<file path="config.mk">
export PLATFORM = sky130hd
export DESIGN_NAME = regbank_wb_arbiter_flat
export DESIGN_NICKNAME = d
export VERILOG_FILES = /design/src/rtl/regbank_wb_arbiter_pkg.sv /design/src/rtl/regbank_wb_arbiter_if.sv /design/src/rtl/regbank_wb_arbiter_rr_arbiter.sv /design/src/rtl/regbank_wb_arbiter.sv /design/src/flat_wrapper.sv
export SDC_FILE = /design/constraint.sdc
export NUM_CORES = 1
export LEC_CHECK = 0
export BUFFER_PORTS_ARGS = -buffer_cell sky130_fd_sc_hd__buf_2
export CAP_MARGIN = 15
export CORE_MARGIN = 1.5
export CORE_UTILIZATION = 48
export DETAILED_ROUTE_END_ITERATION = 6
export PLACE_DENSITY = 0.81
export SETUP_SLACK_MARGIN = 0.15
export SYNTH_ARGS = -nofsm -noshare
export SYNTH_HDL_FRONTEND = slang
export SYNTH_SLANG_ARGS = --single-unit
</file>
<file path="constraint.sdc">
create_clock -name clk -period 2.95 [get_ports clk]
set_clock_uncertainty 0.15 [all_clocks]
set_input_delay 0 -clock clk [delete_from_list [all_inputs] [get_ports clk]]
set_output_delay 0 -clock clk [all_outputs]
set_load 0.02 [all_outputs]
</file>
<file path="src/rtl/regbank_wb_arbiter_pkg.sv">
// Shared types and defaults for the register-bank write-back arbiter.
package regbank_wb_arbiter_pkg;

  localparam int unsigned DefNumReq   = 3;
  localparam int unsigned DefBankW    = 5;
  localparam int unsigned DefRegWidth = 32;

  typedef enum logic {
    StInit = 1'b0,
    StRun  = 1'b1
  } state_e;

  function automatic int unsigned wrap_inc(input int unsigned idx, input int unsigned n);
    return (idx + 1 >= n) ? 0 : idx + 1;
  endfunction

endpackage

</file>
<file path="src/rtl/regbank_wb_arbiter_if.sv">
// Write-back request bus: one valid/ready pair plus packed dest index and data per source.
interface regbank_wb_arbiter_if
  import regbank_wb_arbiter_pkg::*;
#(
  parameter int unsigned NUM_REQ        = DefNumReq,
  parameter int unsigned BANK_WIDTH     = DefBankW,
  parameter int unsigned REGISTER_WIDTH = DefRegWidth
);

  logic [NUM_REQ-1:0]                req_valid;
  logic [NUM_REQ-1:0]                req_ready;
  logic [NUM_REQ*BANK_WIDTH-1:0]     req_rd_sel;
  logic [NUM_REQ*REGISTER_WIDTH-1:0] req_rd_data;

  modport master (
    output req_valid,
    output req_rd_sel,
    output req_rd_data,
    input  req_ready
  );

  modport slave (
    input  req_valid,
    input  req_rd_sel,
    input  req_rd_data,
    output req_ready
  );

endinterface

</file>
<file path="src/rtl/regbank_wb_arbiter_rr_arbiter.sv">
// Combinational round-robin picker: first requester at or after the pointer wins.
module rr_arbiter #(
  parameter int unsigned N = 3,
  localparam int unsigned IdxW = $clog2(N)
) (
  input  logic [N-1:0]    i_req,
  input  logic [IdxW-1:0] i_ptr,
  output logic [N-1:0]    o_gnt,
  output logic [IdxW-1:0] o_gnt_idx
);

  always_comb begin
    int unsigned idx;
    idx       = 0;
    o_gnt     = '0;
    o_gnt_idx = '0;
    // Scan farthest offset first so the nearest requester overwrites earlier picks.
    for (int unsigned k = 0; k < N; k++) begin
      idx = (32'(i_ptr) + (N - 1 - k)) % N;
      if (i_req[idx]) begin
        o_gnt      = '0;
        o_gnt[idx] = 1'b1;
        o_gnt_idx  = IdxW'(idx);
      end
    end
  end

endmodule

</file>
<file path="src/rtl/regbank_wb_arbiter.sv">
// Arbitrates write-back sources onto the bank write port, with a per-register busy
// scoreboard; nothing is accepted until the bank has finished its clear sweep.
module regbank_wb_arbiter
  import regbank_wb_arbiter_pkg::*;
#(
  parameter int unsigned NUM_REQ        = DefNumReq,
  parameter int unsigned BANK_WIDTH     = DefBankW,
  parameter int unsigned REGISTER_WIDTH = DefRegWidth,
  localparam int unsigned IdxW = $clog2(NUM_REQ),
  localparam int unsigned Size = 2 ** BANK_WIDTH
) (
  input  logic                      clk,
  input  logic                      rst_n,
  input  logic                      i_bank_ready,
  regbank_wb_arbiter_if.slave       wb,
  output logic                      o_reg_w,
  output logic [BANK_WIDTH-1:0]     o_rd_sel,
  output logic [REGISTER_WIDTH-1:0] o_rd_data,
  output logic [IdxW-1:0]           o_grant_id,
  input  logic                      i_claim_valid,
  input  logic [BANK_WIDTH-1:0]     i_claim_sel,
  output logic                      o_claim_ready,
  output logic [Size-1:0]           o_busy
);

  state_e                    r_state, w_state_d;
  logic [IdxW-1:0]           r_rr_ptr, w_rr_ptr_d;
  logic                      r_reg_w, w_reg_w_d;
  logic [BANK_WIDTH-1:0]     r_rd_sel, w_rd_sel_d;
  logic [REGISTER_WIDTH-1:0] r_rd_data, w_rd_data_d;
  logic [IdxW-1:0]           r_grant_id, w_grant_id_d;
  logic [Size-1:0]           r_busy, w_busy_d;

  logic [NUM_REQ-1:0]        w_gnt;
  logic [IdxW-1:0]           w_gnt_idx;
  logic                      w_run, w_leave, w_hs, w_claim_hs;
  logic [BANK_WIDTH-1:0]     w_sel;
  logic [REGISTER_WIDTH-1:0] w_data;

  rr_arbiter #(
    .N (NUM_REQ)
  ) u_rr_arbiter (
    .i_req     (wb.req_valid),
    .i_ptr     (r_rr_ptr),
    .o_gnt     (w_gnt),
    .o_gnt_idx (w_gnt_idx)
  );

  assign w_run   = (r_state == StRun);
  assign w_leave = w_run && !i_bank_ready;
  assign w_hs    = w_run && (|wb.req_valid);
  assign w_sel   = wb.req_rd_sel[32'(w_gnt_idx) * BANK_WIDTH +: BANK_WIDTH];
  assign w_data  = wb.req_rd_data[32'(w_gnt_idx) * REGISTER_WIDTH +: REGISTER_WIDTH];

  assign wb.req_ready  = w_run ? w_gnt : '0;
  assign o_claim_ready = w_run && ((i_claim_sel == '0) || !r_busy[i_claim_sel]);
  assign w_claim_hs    = i_claim_valid && o_claim_ready;

  always_comb begin
    w_state_d = r_state;
    unique case (r_state)
      StInit:  if (i_bank_ready) w_state_d = StRun;
      StRun:   if (!i_bank_ready) w_state_d = StInit;
      default: w_state_d = StInit;
    endcase
  end

  always_comb begin
    w_rr_ptr_d   = r_rr_ptr;
    w_reg_w_d    = 1'b0;
    w_rd_sel_d   = r_rd_sel;
    w_rd_data_d  = r_rd_data;
    w_grant_id_d = r_grant_id;
    if (w_hs) begin
      w_rr_ptr_d = IdxW'(wrap_inc(32'(w_gnt_idx), NUM_REQ));
    end
    // A write accepted while the bank is dropping out is discarded.
    if (w_hs && !w_leave) begin
      w_reg_w_d    = (w_sel != '0);
      w_rd_sel_d   = w_sel;
      w_rd_data_d  = w_data;
      w_grant_id_d = w_gnt_idx;
    end
  end

  always_comb begin
    w_busy_d = r_busy;
    if (r_reg_w) w_busy_d[r_rd_sel] = 1'b0;
    if (w_claim_hs && (i_claim_sel != '0)) w_busy_d[i_claim_sel] = 1'b1;
    if (w_leave) w_busy_d = '0;
    w_busy_d[0] = 1'b0;
  end

  always_ff @(posedge clk or negedge rst_n) begin
    if (!rst_n) begin
      r_state    <= StInit;
      r_rr_ptr   <= '0;
      r_reg_w    <= 1'b0;
      r_rd_sel   <= '0;
      r_rd_data  <= '0;
      r_grant_id <= '0;
      r_busy     <= '0;
    end else begin
      r_state    <= w_state_d;
      r_rr_ptr   <= w_rr_ptr_d;
      r_reg_w    <= w_reg_w_d;
      r_rd_sel   <= w_rd_sel_d;
      r_rd_data  <= w_rd_data_d;
      r_grant_id <= w_grant_id_d;
      r_busy     <= w_busy_d;
    end
  end

  assign o_reg_w    = r_reg_w;
  assign o_rd_sel   = r_rd_sel;
  assign o_rd_data  = r_rd_data;
  assign o_grant_id = r_grant_id;
  assign o_busy     = r_busy;

endmodule

</file>
<file path="src/flat_wrapper.sv">
// flat-port wrapper written by rule: the top's interface ports become plain ports
module regbank_wb_arbiter_flat import regbank_wb_arbiter_pkg::*;
#(
  parameter int unsigned NUM_REQ        = DefNumReq,
  parameter int unsigned BANK_WIDTH     = DefBankW,
  parameter int unsigned REGISTER_WIDTH = DefRegWidth,
  localparam int unsigned IdxW = $clog2(NUM_REQ),
  localparam int unsigned Size = 2 ** BANK_WIDTH
)
  (clk, rst_n, i_bank_ready, o_reg_w, o_rd_sel, o_rd_data, o_grant_id, i_claim_valid, i_claim_sel, o_claim_ready, o_busy, wb_req_valid, wb_req_rd_sel, wb_req_rd_data, wb_req_ready);
  regbank_wb_arbiter_if #(.NUM_REQ(NUM_REQ), .BANK_WIDTH(BANK_WIDTH), .REGISTER_WIDTH(REGISTER_WIDTH)) wb_i ();
  input  logic clk;
  input  logic rst_n;
  input  logic i_bank_ready;
  output logic o_reg_w;
  output logic [BANK_WIDTH-1:0] o_rd_sel;
  output logic [REGISTER_WIDTH-1:0] o_rd_data;
  output logic [IdxW-1:0] o_grant_id;
  input  logic i_claim_valid;
  input  logic [BANK_WIDTH-1:0] i_claim_sel;
  output logic o_claim_ready;
  output logic [Size-1:0] o_busy;
  input wire logic [$bits(wb_i.req_valid)-1:0] wb_req_valid;
  input wire logic [$bits(wb_i.req_rd_sel)-1:0] wb_req_rd_sel;
  input wire logic [$bits(wb_i.req_rd_data)-1:0] wb_req_rd_data;
  output wire logic [$bits(wb_i.req_ready)-1:0] wb_req_ready;
  assign wb_i.req_valid = wb_req_valid;
  assign wb_i.req_rd_sel = wb_req_rd_sel;
  assign wb_i.req_rd_data = wb_req_rd_data;
  assign wb_req_ready = wb_i.req_ready;
  regbank_wb_arbiter #(.NUM_REQ(NUM_REQ), .BANK_WIDTH(BANK_WIDTH), .REGISTER_WIDTH(REGISTER_WIDTH)) u_core (.clk(clk), .rst_n(rst_n), .i_bank_ready(i_bank_ready), .wb(wb_i), .o_reg_w(o_reg_w), .o_rd_sel(o_rd_sel), .o_rd_data(o_rd_data), .o_grant_id(o_grant_id), .i_claim_valid(i_claim_valid), .i_claim_sel(i_claim_sel), .o_claim_ready(o_claim_ready), .o_busy(o_busy));
endmodule
</file>
==> results of run 1 <==
where the power goes:
group | switching (W) | leakage [nW] | internal (W)
clock | 0.000429 | 0.121 | 0.000566
sequential | 0.000319 | 0.962 | 0.00131
combinational | 0.00190 | 2.47 | 0.00137
total | 0.00265 | 3.55 | 0.00325
through the flow:
| step | std cells | power [W] | setup slack [ns] | instance area [um^2] | utilization |
|---|---|---|---|---|---|
| floorplan | 462 | 0.00327 | 0.485 | 4430 | - |
| global route | 886 | 0.00607 | 0.0633 | 7080 | 0.800 |
| CTS | 873 | 0.00525 | 0.153 | 6900 | 0.780 |
| detailed placement | 742 | 0.00405 | 0.176 | 5480 | 0.620 |
| global placement | 742 | 0.00402 | 0.246 | 5480 | 0.620 |
| finish | 888 | 0.00590 | 0.209 | 7090 | 0.801 |
cell usage in the layout, fill, tap and decap left out, types with 3 or more instances in the layout:
cell	count
a21oi_1	39
a31oi_1	3
a32oi_1	3
and3_1	37
buf_2	196
buf_4	19
bufinv_16	3
clkbuf_8	9
dfrtp_1	74
diode_2	4
dlygate4sd3_1	114
inv_1	10
mux2i_1	37
mux2i_2	3
mux4_2	7
nand2_1	22
nand2b_1	5
nand3_1	11
nand3b_1	6
nor2_1	13
nor2b_1	4
nor3_1	3
o211ai_1	31
o21ai_0	59
o21ai_1	5
o31ai_1	9
registers in the layout, summed over array words and instances (netlist names):
signal             count
u_core.o_rd_data      32
u_core.o_busy         31
u_core.o_rd_sel        5
u_core.o_grant_id      2
u_core.r_rr_ptr        2
u_core.o_reg_w         1
u_core.r_state         1
path summary, 6_finish.rpt:
check                      slack, ns  depth (start not counted)                   end
max                             0.21                          9  u_core.o_rd_data[12]
max reg2reg                     0.21                          9  u_core.o_rd_data[12]
max in group asynchronous       1.83                          2  u_core.o_rd_data[28]
min                            0.004                          4    u_core.o_rd_sel[1]
min in group asynchronous       0.19                          2    u_core.r_rr_ptr[1]
min reg2reg                     0.36                          2  u_core.o_rd_data[27]
cell families after synthesis:
kind of cell,after synthesis,synth area share
adders and majority gates,3,0.00847
and+or+nand+nor,116,0.145
AOI/OAI and AO/OA,172,0.244
buffers and inverters,46,0.0511
other,1,0.000846
DFF,74,0.418
muxes,50,0.133
layer usage:
metal / global-route usage / share of wire
met5: 0 / 0
met4: 0.229 / 0.072
met3: 0.118 / 0.12
met2: 0.631 / 0.47
met1: 0.455 / 0.34
cell type report:
cell class | instances | area share
Sequential cell | 74 | 0.261
Timing Repair Buffer | 334 | 0.336
Inverter | 10 | 0.00530
Clock inverter | 6 | 0.0159
Clock buffer | 10 | 0.0180
Multi-Input combinational cell | 342 | 0.343
Antenna cell | 4 | 0.00141
Tap cell | 108 | 0.0191
worst register-to-register path, cell delays in order, from the launching register on:
cell and delay [ns]:
dfrtp_1 0.44, inv_1 0.08, ha_2 0.34, nand2b_1 0.19, o21bai_1 0.19, o31a_1 0.37
buf_4 0.18, nand2_1 0.04, buf_4 0.25, o21ai_0 0.37
what timing repair did:
item | in CTS | in global routing
pin swaps | 0 | 1
gates cloned | 1 | 2
endpoints found under the hold margin | 138 | 0
setup endpoints to repair | 1 | 36
gates resized for setup | 0 | 13
hold buffers | 114 | 0
buffers inserted | 0 | 9
==> metrics.txt, run 1 <==
outcome complete, no violations; clock sinks 74; GRT Residual Overflow 0; Synth top cells by count 74 x dfrtp_1, 60 x o21ai_0, 42 x mux2i_1, 39 x a21oi_1, 37 x and3_1; IO buf count 197; post-route setup TNS 0 ns; post-synthesis net count 588; final worst path period share 0.929; Initial Util 0.501; top cell type by total area after synthesis dfrtp_1; max-slew violation count 0; most frequent CP cell buf_4; Final setup viols 0; Critical-path top delay cell dfrtp_1; Antenna Nets Post-Route 0; mean area per synthesized cell 9.59 um^2; row count 34; worst r2r src u_core.r_rr_ptr[1]; YS warnings 0; CP Launch Type flop; Netlist Area Pre-Place 4430 um^2; minimum clock period 2.74 ns; CTS root buffer clkbuf_8; Pre-Repair DR Iteration Count 5; worst path cell trace inv_1 > ha_2 > nand2b_1 > o21bai_1 > o31a_1 > buf_4 > nand2_1 > buf_4 > o21ai_0; vias in the first global route 5722; area of the multi-input gates 2430 um^2; highest clock rate 0.365 GHz; final layout net count 897; Fin Hold WS 0.00420 ns; largest cells by area after synthesis dfrtp_1 42%, mux2i_1 9.5%, o21ai_0 6.8%, o211ai_1 5.3%, and3_1 5.2%; Seq cells post-synth 74; HP Class input pin to flop; Clock Latency Late Sink 0.36 ns; clk slew on worst S/H paths 0.08 ns; Max-Cap Viols 0; Worst setup EP type flop; Vias 5760; EDFF count, synth 0; DIE WIDTH 99.1 um; Iter 0 DRT Violations 561; vias per cell 6.49; Crit Path Category flop to flop; HPWL Detailed 10300 um; die area 9820 um^2; largest net degree at the start of global routing 75; H-Tree Level Count 3; final hold vios 0; Layout area overhead 59.9%; cell count after synthesis 462; synth unique cells 53; Worst Min Path Start wb_req_rd_sel[11]; antenna violations before repair 2; global-route wire length before repair 29700 um; fraction of layout cells with a size suffix above 1 0.338; register area 1850 um^2; WL/cell 23.1 um; count leader, synth dfrtp_1; sequential area share after synthesis 0.418; DR DRC count 0; Top delay family on crit path compound AO/OA/AOI/OAI gates; Synth Flop Type dfrtp_1; Power Dens Cells 832 nW/um^2; critical-path maximum fanout 35; WL final 20500 um; # IOs 199; CTS Buf Count 9; clock buffer depth 2; GP Congestion 0.962; Worst Tran Pin Value 0.966 ns; global-route usage over all layers 0.388; CTS tree yes; CP Buf/Inv Count 3; Layout fillers 518; Yosys top cell area share 0.418; worst setup path start u_core.r_rr_ptr[1]; slew margin rel. 0.356; core area 8850 um^2; RSZ-0062 raised after global routing false; ys async rst share 1.00; VDD IR-drop max 518 uV; Slowest Stage Delay on Critical Path 0.44 ns; leakage 3.55 nW; Worst Path Arrival 2.81 ns; required time worst endpoint 3.02 ns; Die H 99.1 um
No activity file was read; power rests on OpenSTA's default activity.
==> inputs of run 2 (changes only) <==
--- a/config.mk
+++ b/config.mk
@@ -5,6 +5,7 @@
 export SDC_FILE = /design/constraint.sdc
 export NUM_CORES = 1
 export LEC_CHECK = 0
+export ABC_AREA = 1
 export BUFFER_PORTS_ARGS = -buffer_cell sky130_fd_sc_hd__buf_2
 export CAP_MARGIN = 15
 export CORE_MARGIN = 1.5
==> run 2 against run 1 <==
Net effect: worst setup slack better by 0.0084 ns; register-to-register slack about the same; largest power group unchanged; sequential power down 6%; the flow now finishes with violations (DRC); sequential share of layout area up 0.61 points; design area down 2.3%; fmax up 0.31%; critical path type is now flop to primary output; utilization down 4.8 points; largest cell class unchanged.
==> metrics.txt, run 2 <==
outcome complete, but fails checks (was complete, no violations); violated checks DRC; Max-Cap Viols 0 (unchanged); sequential area share after synthesis 0.407 (was 0.418); slew margin rel. 0.373 (was 0.356); Antenna Nets Post-Route 0 (unchanged); internal reg-to-reg setup slack 0.22 ns (was 0.21 ns); DR DRC count 9 (was 0); RSZ-0062 raised after global routing false (unchanged); most frequent cells in the layout 196 x buf_2, 161 x nand2_1, 116 x dlygate4sd3_1, 74 x dfrtp_1, 67 x nor2_1 (was 196 x buf_2, 114 x dlygate4sd3_1, 74 x dfrtp_1, 59 x o21ai_0, 39 x a21oi_1); non-filler cells, final 1044 (was 888); post-route cell area 6930 um^2 (was 7090 um^2); Slowest Stage Delay on Critical Path 0.39 ns (was 0.44 ns); top cell type by total area after synthesis dfrtp_1 (unchanged); critical-path maximum fanout 35 (unchanged); Worst Path Arrival 2.58 ns (was 2.81 ns); H-Tree Level Count 3 (unchanged); Worst Reg-to-Reg Cells 15 (was 9); antenna violations before repair 1 (was 2); Synth top cells by count 161 x nand2_1, 74 x dfrtp_1, 67 x nor2_1, 60 x o21ai_0, 42 x inv_1 (was 74 x dfrtp_1, 60 x o21ai_0, 42 x mux2i_1, 39 x a21oi_1, 37 x and3_1); vias in the first global route 6247 (was 5722); final hold vios 0 (unchanged); largest cells by area after synthesis dfrtp_1 41%, nand2_1 13%, o21ai_0 6.6%, nor2_1 5.5%, nand4_1 4.8% (was dfrtp_1 42%, mux2i_1 9.5%, o21ai_0 6.8%, o211ai_1 5.3%, and3_1 5.2%); YS warnings 0 (unchanged); most common cell after layout, fill and taps aside buf_2 (unchanged); Layout area overhead 52.2% (was 59.9%); clk slew on worst S/H paths 0.08 ns (about the same); Vias 6401 (was 5760); placed cell count 909 (was 742); clock sinks 74 (unchanged); post-synthesis net count 753 (was 588); max-slew violation count 0 (unchanged); Iter 0 DRT Violations 622 (was 561); Die H 100 um (was 99.1 um); internal power 0.00272 W (was 0.00325 W); Pre-Repair DR Iteration Count 7 (was 5); core area 9200 um^2 (was 8850 um^2); CP Launch Type flop (unchanged); IO buf count 197 (unchanged); DIE WIDTH 100 um (was 99.1 um); Place WS 0.256 ns (was 0.176 ns); CTS tree yes (unchanged); post-route setup TNS 0 ns (unchanged); Clock power frac 0.140 (was 0.169); Synth Flop Type dfrtp_1 (unchanged); required time worst endpoint 2.80 ns (was 3.02 ns); final layout net count 1052 (was 897); ys async rst share 1.00 (unchanged); Placed Area 5530 um^2 (was 5480 um^2); worst path cell trace inv_1 > ha_2 > inv_2 > nand2_1 > nand2_1 > nand2_1 > nand2_2 > nand2_1 > nand3_4 > nand2_8 > inv_8 > nor2_1 > buf_2 (was inv_1 > ha_2 > nand2b_1 > o21bai_1 > o31a_1 > buf_4 > nand2_1 > buf_4 > o21ai_0); mean area per synthesized cell 7.26 um^2 (was 9.59 um^2); CTS Buf Count 9 (unchanged); row count 35 (was 34); highest clock rate 0.366 GHz (was 0.365 GHz); worst r2r src u_core.r_rr_ptr[0] (was u_core.r_rr_ptr[1]); max reg flops 32 (unchanged); leakage 3.46 nW (was 3.55 nW); hold path depth 6 (was 4); HP Class input pin to flop (unchanged); final worst path period share 0.926 (was 0.929); clock buffer depth 2 (unchanged); GP Congestion 0.965 (was 0.962); Seq cells post-synth 74 (unchanged); global-route usage over all layers 0.400 (was 0.388); WL final 20200 um (was 20500 um); hold endpoint u_core.o_busy[2] (was u_core.o_rd_sel[1]); largest net degree at the start of global routing 75 (unchanged); Critical-path top delay cell dfrtp_1 (unchanged); Power Dens Cells 820 nW/um^2 (was 832 nW/um^2); VDD IR-drop max 711 uV (was 518 uV); Fin Hold WS 0.0386 ns (was 0.00420 ns); cell count after synthesis 627 (was 462); fraction of layout cells with a size suffix above 1 0.260 (was 0.338); Final setup viols 0 (unchanged); global-route wire length before repair 31000 um (was 29700 um); Worst setup EP type primary output (was flop); Worst Min Path Start i_claim_sel[2] (was wb_req_rd_sel[11]); P_sw 0.00296 W (was 0.00265 W); Clock Latency Late Sink 0.35 ns (was 0.36 ns); Comb pwr share 0.590 (was 0.555); HPWL Detailed 10700 um (was 10300 um); CTS root buffer clkbuf_8 (unchanged); Netlist Area Pre-Place 4550 um^2 (was 4430 um^2); vias per cell 6.13 (was 6.49); Crit Path Category flop to primary output (was flop to flop); count leader, synth nand2_1 (was dfrtp_1); most frequent CP cell nand2_1 (was buf_4); # IOs 199 (unchanged); EDFF count, synth 0 (unchanged); Post-CTS Setup Bufs 0 (unchanged); synth unique cells 31 (was 53); slack of the critical path 0.217 ns (was 0.209 ns); die area 10100 um^2 (was 9820 um^2); Worst Tran Pin Value 0.941 ns (was 0.966 ns); Yosys top cell area share 0.407 (was 0.418); RR Endpoint u_core.o_rd_data[13] (was u_core.o_rd_data[12]); Initial Util 0.495 (was 0.501); Flop pwr share 0.270 (was 0.276); WL/cell 19.4 um (was 23.1 um); GRT Residual Overflow 0 (unchanged); switching share of power 0.521 (was 0.449); minimum clock period 2.73 ns (was 2.74 ns)
==> run 2: metrics by stage <==
step	power (W)	utilization
floorplan	0.00355	-
global placement	0.00424	0.602
detailed placement	0.00433	0.602
CTS	0.00530	0.750
global route	0.00596	0.753
finish	0.00568	0.753
==> run 2: kinds of logic (layout without fill, tap and decap cells) <==
logic type	Yosys count	after routing	share of synthesized area
fa+ha+maj	3	3	0.00825
simple gates	322	323	0.312
buf+inv	81	384	0.0833
compound gates	146	146	0.189
other cells	1	3	0.000824
flops	74	74	0.407
==> run 2: area by class of cell <==
cell class	count	area (um^2)
clock inverter	6	65.1
multi-input combinational	473	2350
timing repair buffer	319	2190
antenna	2	5.00
clock buffer	10	128
inverter	49	194
tap	111	139
sequential	74	1850
fill	580	2270
==> run 2: what timing repair did <==
action,CTS,global route
resized for setup,1,4
gates cloned,0,1
hold buffers,116,0
pin swaps,0,1
hold endpoints to repair,115,0
endpoints found under the setup margin,1,25
==> run 2: worst max-delay path by stage <==
stage	startpoint	to	slack (ns)	depth (start not counted)
after floorplan	u_core.r_rr_ptr[0]	u_core.o_reg_w	0.82	18
after global placement	u_core.r_rr_ptr[0]	u_core.o_reg_w	0.43	18
after detailed placement	u_core.r_rr_ptr[0]	u_core.o_reg_w	0.26	18
after CTS	u_core.r_rr_ptr[0]	wb_req_ready[1]	0.16	13
after global routing	u_core.r_rr_ptr[0]	wb_req_ready[1]	0.10	13
final	u_core.r_rr_ptr[0]	wb_req_ready[1]	0.22	13
==> run 2: metal layers <==
layer	up-vias	global-route usage	wire length [um]
met1	2924	0.463	6930
met4	0	0.271	1380
li1	2727	-	-
met5	-	0	0
met3	163	0.102	2440
met2	587	0.655	9480
==> run 2: critical path, delay by kind of cell, from the launching register on <==
family | cells | cell delay [ns]
flops | 1 | 0.39
buf+inv | 4 | 0.62
fa+ha+maj | 1 | 0.35
simple gates | 8 | 0.83
==> run 2: power groups by stage <==
stage | sequential [W] | combinational, W | clock [W]
6_report | 0.00153 | 0.00335 | 0.000796
5_1_grt | 0.00155 | 0.00355 | 0.000853
3_5_place_dp | 0.00150 | 0.00284 | 0
4_1_cts | 0.00149 | 0.00299 | 0.000816
2_1_floorplan | 0.00181 | 0.00174 | 0
3_3_place_gp | 0.00150 | 0.00274 | 0
==> inputs of run 3 (changes only) <==
--- a/config.mk
+++ b/config.mk
@@ -8,6 +8,7 @@
 export ABC_AREA = 1
 export BUFFER_PORTS_ARGS = -buffer_cell sky130_fd_sc_hd__buf_2
 export CAP_MARGIN = 15
+export CORE_ASPECT_RATIO = 1.1
 export CORE_MARGIN = 1.5
 export CORE_UTILIZATION = 48
 export DETAILED_ROUTE_END_ITERATION = 6
==> run 3 against run 2 <==
Net effect: the run now ends clean; sequential power about the same; design area up 0.56%; count of clock-buffer cells in the layout up 1; utilization down 0.46 points; first-iteration DRC count down 6.4%; non-clock buffer count up 1; sequential cell count unchanged; sequential share of layout area down 0.15 points; register-to-register slack better by 0.05 ns; critical path type is now flop to flop; critical endpoint is now u_core.o_busy[4]; largest cell class unchanged.
==> metrics.txt, run 3 (synthesized netlist as in run 2, its figures left out) <==
clk slew on worst S/H paths 0.08 ns (about the same); Worst Tran Pin Value 0.961 ns (was 0.941 ns); most common cell after layout, fill and taps aside buf_2 (unchanged); max reg flops 32 (unchanged); Power Dens Cells 834 nW/um^2 (was 820 nW/um^2); post-route setup TNS 0 ns (unchanged); Pre-Repair DR Iteration Count 6 (was 7); final layout net count 1052 (unchanged); GP Congestion 1.04 (was 0.965); WL final 21100 um (was 20200 um); vias per cell 6.11 (was 6.13); Final setup viols 0 (unchanged); Die H 105 um (was 100 um); clock sinks 74 (unchanged); HP Class input pin to flop (unchanged); RSZ-0062 raised after global routing false (unchanged); critical-path maximum fanout 32 (was 35); Crit Path Category flop to flop (was flop to primary output); max-slew violation count 0 (unchanged); Worst Reg-to-Reg Cells 10 (was 15); hold path depth 6 (unchanged); largest net degree at the start of global routing 75 (unchanged); Critical-path top delay cell dlygate4sd3_1 (was dfrtp_1); CTS Buf Count 9 (unchanged); DIE WIDTH 95.8 um (was 100 um); VDD IR-drop max 573 uV (was 711 uV); RR Endpoint u_core.o_busy[4] (was u_core.o_rd_data[13]); DR DRC count 0 (was 9); Placed Area 5540 um^2 (was 5530 um^2); Iter 0 DRT Violations 582 (was 622); vias in the first global route 6552 (was 6247); Max-Cap Viols 0 (unchanged); Antenna Nets Post-Route 0 (unchanged); Worst setup EP type flop (was primary output); worst path cell trace a22oi_1 > nand2_1 > nand2_1 > nand2_1 > nor2_2 > nand2_2 > nor2_4 > nand4_1 > dlygate4sd3_1 > a21oi_1 (was inv_1 > ha_2 > inv_2 > nand2_1 > nand2_1 > nand2_1 > nand2_2 > nand2_1 > nand3_4 > nand2_8 > inv_8 > nor2_1 > buf_2); Clock Latency Late Sink 0.37 ns (was 0.35 ns); die area 10100 um^2 (about the same); final worst path period share 0.910 (was 0.926); IO buf count 197 (unchanged); CTS tree yes (unchanged); Layout area overhead 53.1% (was 52.2%); required time worst endpoint 3.07 ns (was 2.80 ns); highest clock rate 0.372 GHz (was 0.366 GHz); final hold vios 0 (unchanged); # IOs 199 (unchanged); H-Tree Level Count 3 (unchanged); most frequent CP cell nand2_1 (unchanged); HPWL Detailed 10900 um (was 10700 um); internal reg-to-reg setup slack 0.26 ns (was 0.22 ns); global-route usage over all layers 0.421 (was 0.400); worst r2r src u_core.o_busy[24] (was u_core.r_rr_ptr[0]); outcome complete, no violations (was complete, but fails checks); Worst Path Arrival 2.81 ns (was 2.58 ns); register area 1850 um^2 (unchanged); Slowest Stage Delay on Critical Path 0.59 ns (was 0.39 ns); CTS root buffer clkbuf_8 (unchanged); WL/cell 20.0 um (was 19.4 um); Worst Min Path Start i_claim_sel[4] (was i_claim_sel[2]); row count 37 (was 35); Layout fillers 617 (was 580); GRT Residual Overflow 0 (unchanged); most frequent cells in the layout 196 x buf_2, 159 x nand2_1, 116 x dlygate4sd3_1, 74 x dfrtp_1, 67 x nor2_1 (was 196 x buf_2, 161 x nand2_1, 116 x dlygate4sd3_1, 74 x dfrtp_1, 67 x nor2_1); slew margin rel. 0.357 (was 0.373); CP Launch Type flop (unchanged); global-route wire length before repair 32300 um (was 31000 um); core area 9310 um^2 (was 9200 um^2); fraction of layout cells with a size suffix above 1 0.264 (was 0.260); hold endpoint u_core.o_busy[12] (was u_core.o_busy[2]); minimum clock period 2.69 ns (was 2.73 ns); clock buffer depth 2 (unchanged); leakage 3.46 nW (about the same); antenna violations before repair 3 (was 1); Vias 6434 (was 6401); Initial Util 0.489 (was 0.495); area of the multi-input gates 2360 um^2 (was 2350 um^2); post-route cell area 6970 um^2 (was 6930 um^2)
run 3: cell type report:
type                            instances  area share
Multi-Input combinational cell        472       0.338
Timing Repair Buffer                  320       0.316
Sequential cell                        74       0.266
Inverter                               49      0.0289
Tap cell                              117      0.0210
Clock buffer                           11      0.0203
Clock inverter                          5     0.00772
Antenna cell                            5     0.00180
run 3: worst max path at each step:
stage                       start            endpoint  slack, ns
2_1_floorplan  u_core.r_rr_ptr[0]      u_core.o_reg_w       0.82
3_3_place_gp   u_core.r_rr_ptr[0]      u_core.o_reg_w       0.36
3_5_place_dp   u_core.r_rr_ptr[0]      u_core.o_reg_w       0.28
4_1_cts        u_core.r_rr_ptr[0]  u_core.o_rd_sel[3]       0.20
5_1_grt        u_core.r_rr_ptr[0]  u_core.o_rd_sel[3]       0.15
6_report        u_core.o_busy[24]    u_core.o_busy[4]       0.26
run 3: where the power goes:
part | leakage (nW) | total [W] | switching [W] | internal, W
sequential | 0.963 | 0.00156 | 0.000262 | 0.00130
combinational | 2.39 | 0.00343 | 0.00235 | 0.00108
clock | 0.103 | 0.000821 | 0.000409 | 0.000412
total | 3.46 | 0.00581 | 0.00302 | 0.00278
run 3: critical path: cells and delay by family, from the launching register on:
| family | cells | cell delay (ns) |
|---|---|---|
| buffers and inverters | 1 | 0.59 |
| DFF | 1 | 0.42 |
| and+or+nand+nor | 7 | 1.11 |
| AOI/OAI and AO/OA | 2 | 0.34 |
run 3: metrics by stage:
stage               hold WS, ns  worst slack (ns)  total power, W  instances   util
global route             0.0596             0.151         0.00608       1051  0.748
global placement       -0.00563             0.363         0.00425        915  0.595
finish                   0.0323             0.265         0.00581       1053  0.749
floorplan                -0.446             0.815         0.00355        627      -
detailed placement     -0.00506             0.277         0.00430        915  0.595
CTS                    0.000219             0.203         0.00525       1047  0.741
run 3: per-layer routing:
layer | share of wire | GRT usage | up-vias
met3 | 0.11 | 0.118 | 180
met4 | 0.077 | 0.284 | 0
met5 | 0 | 0 | -
met1 | 0.35 | 0.481 | 2934
met2 | 0.46 | 0.670 | 594
li1 | - | - | 2726
run 3: timing repair:
item | in CTS | in global routing
endpoints found under the hold margin | 115 | 0
setup endpoints to repair | 0 | 33
hold buffers | 116 | 0
setup buffers | 0 | 1
resized for setup | 0 | 13
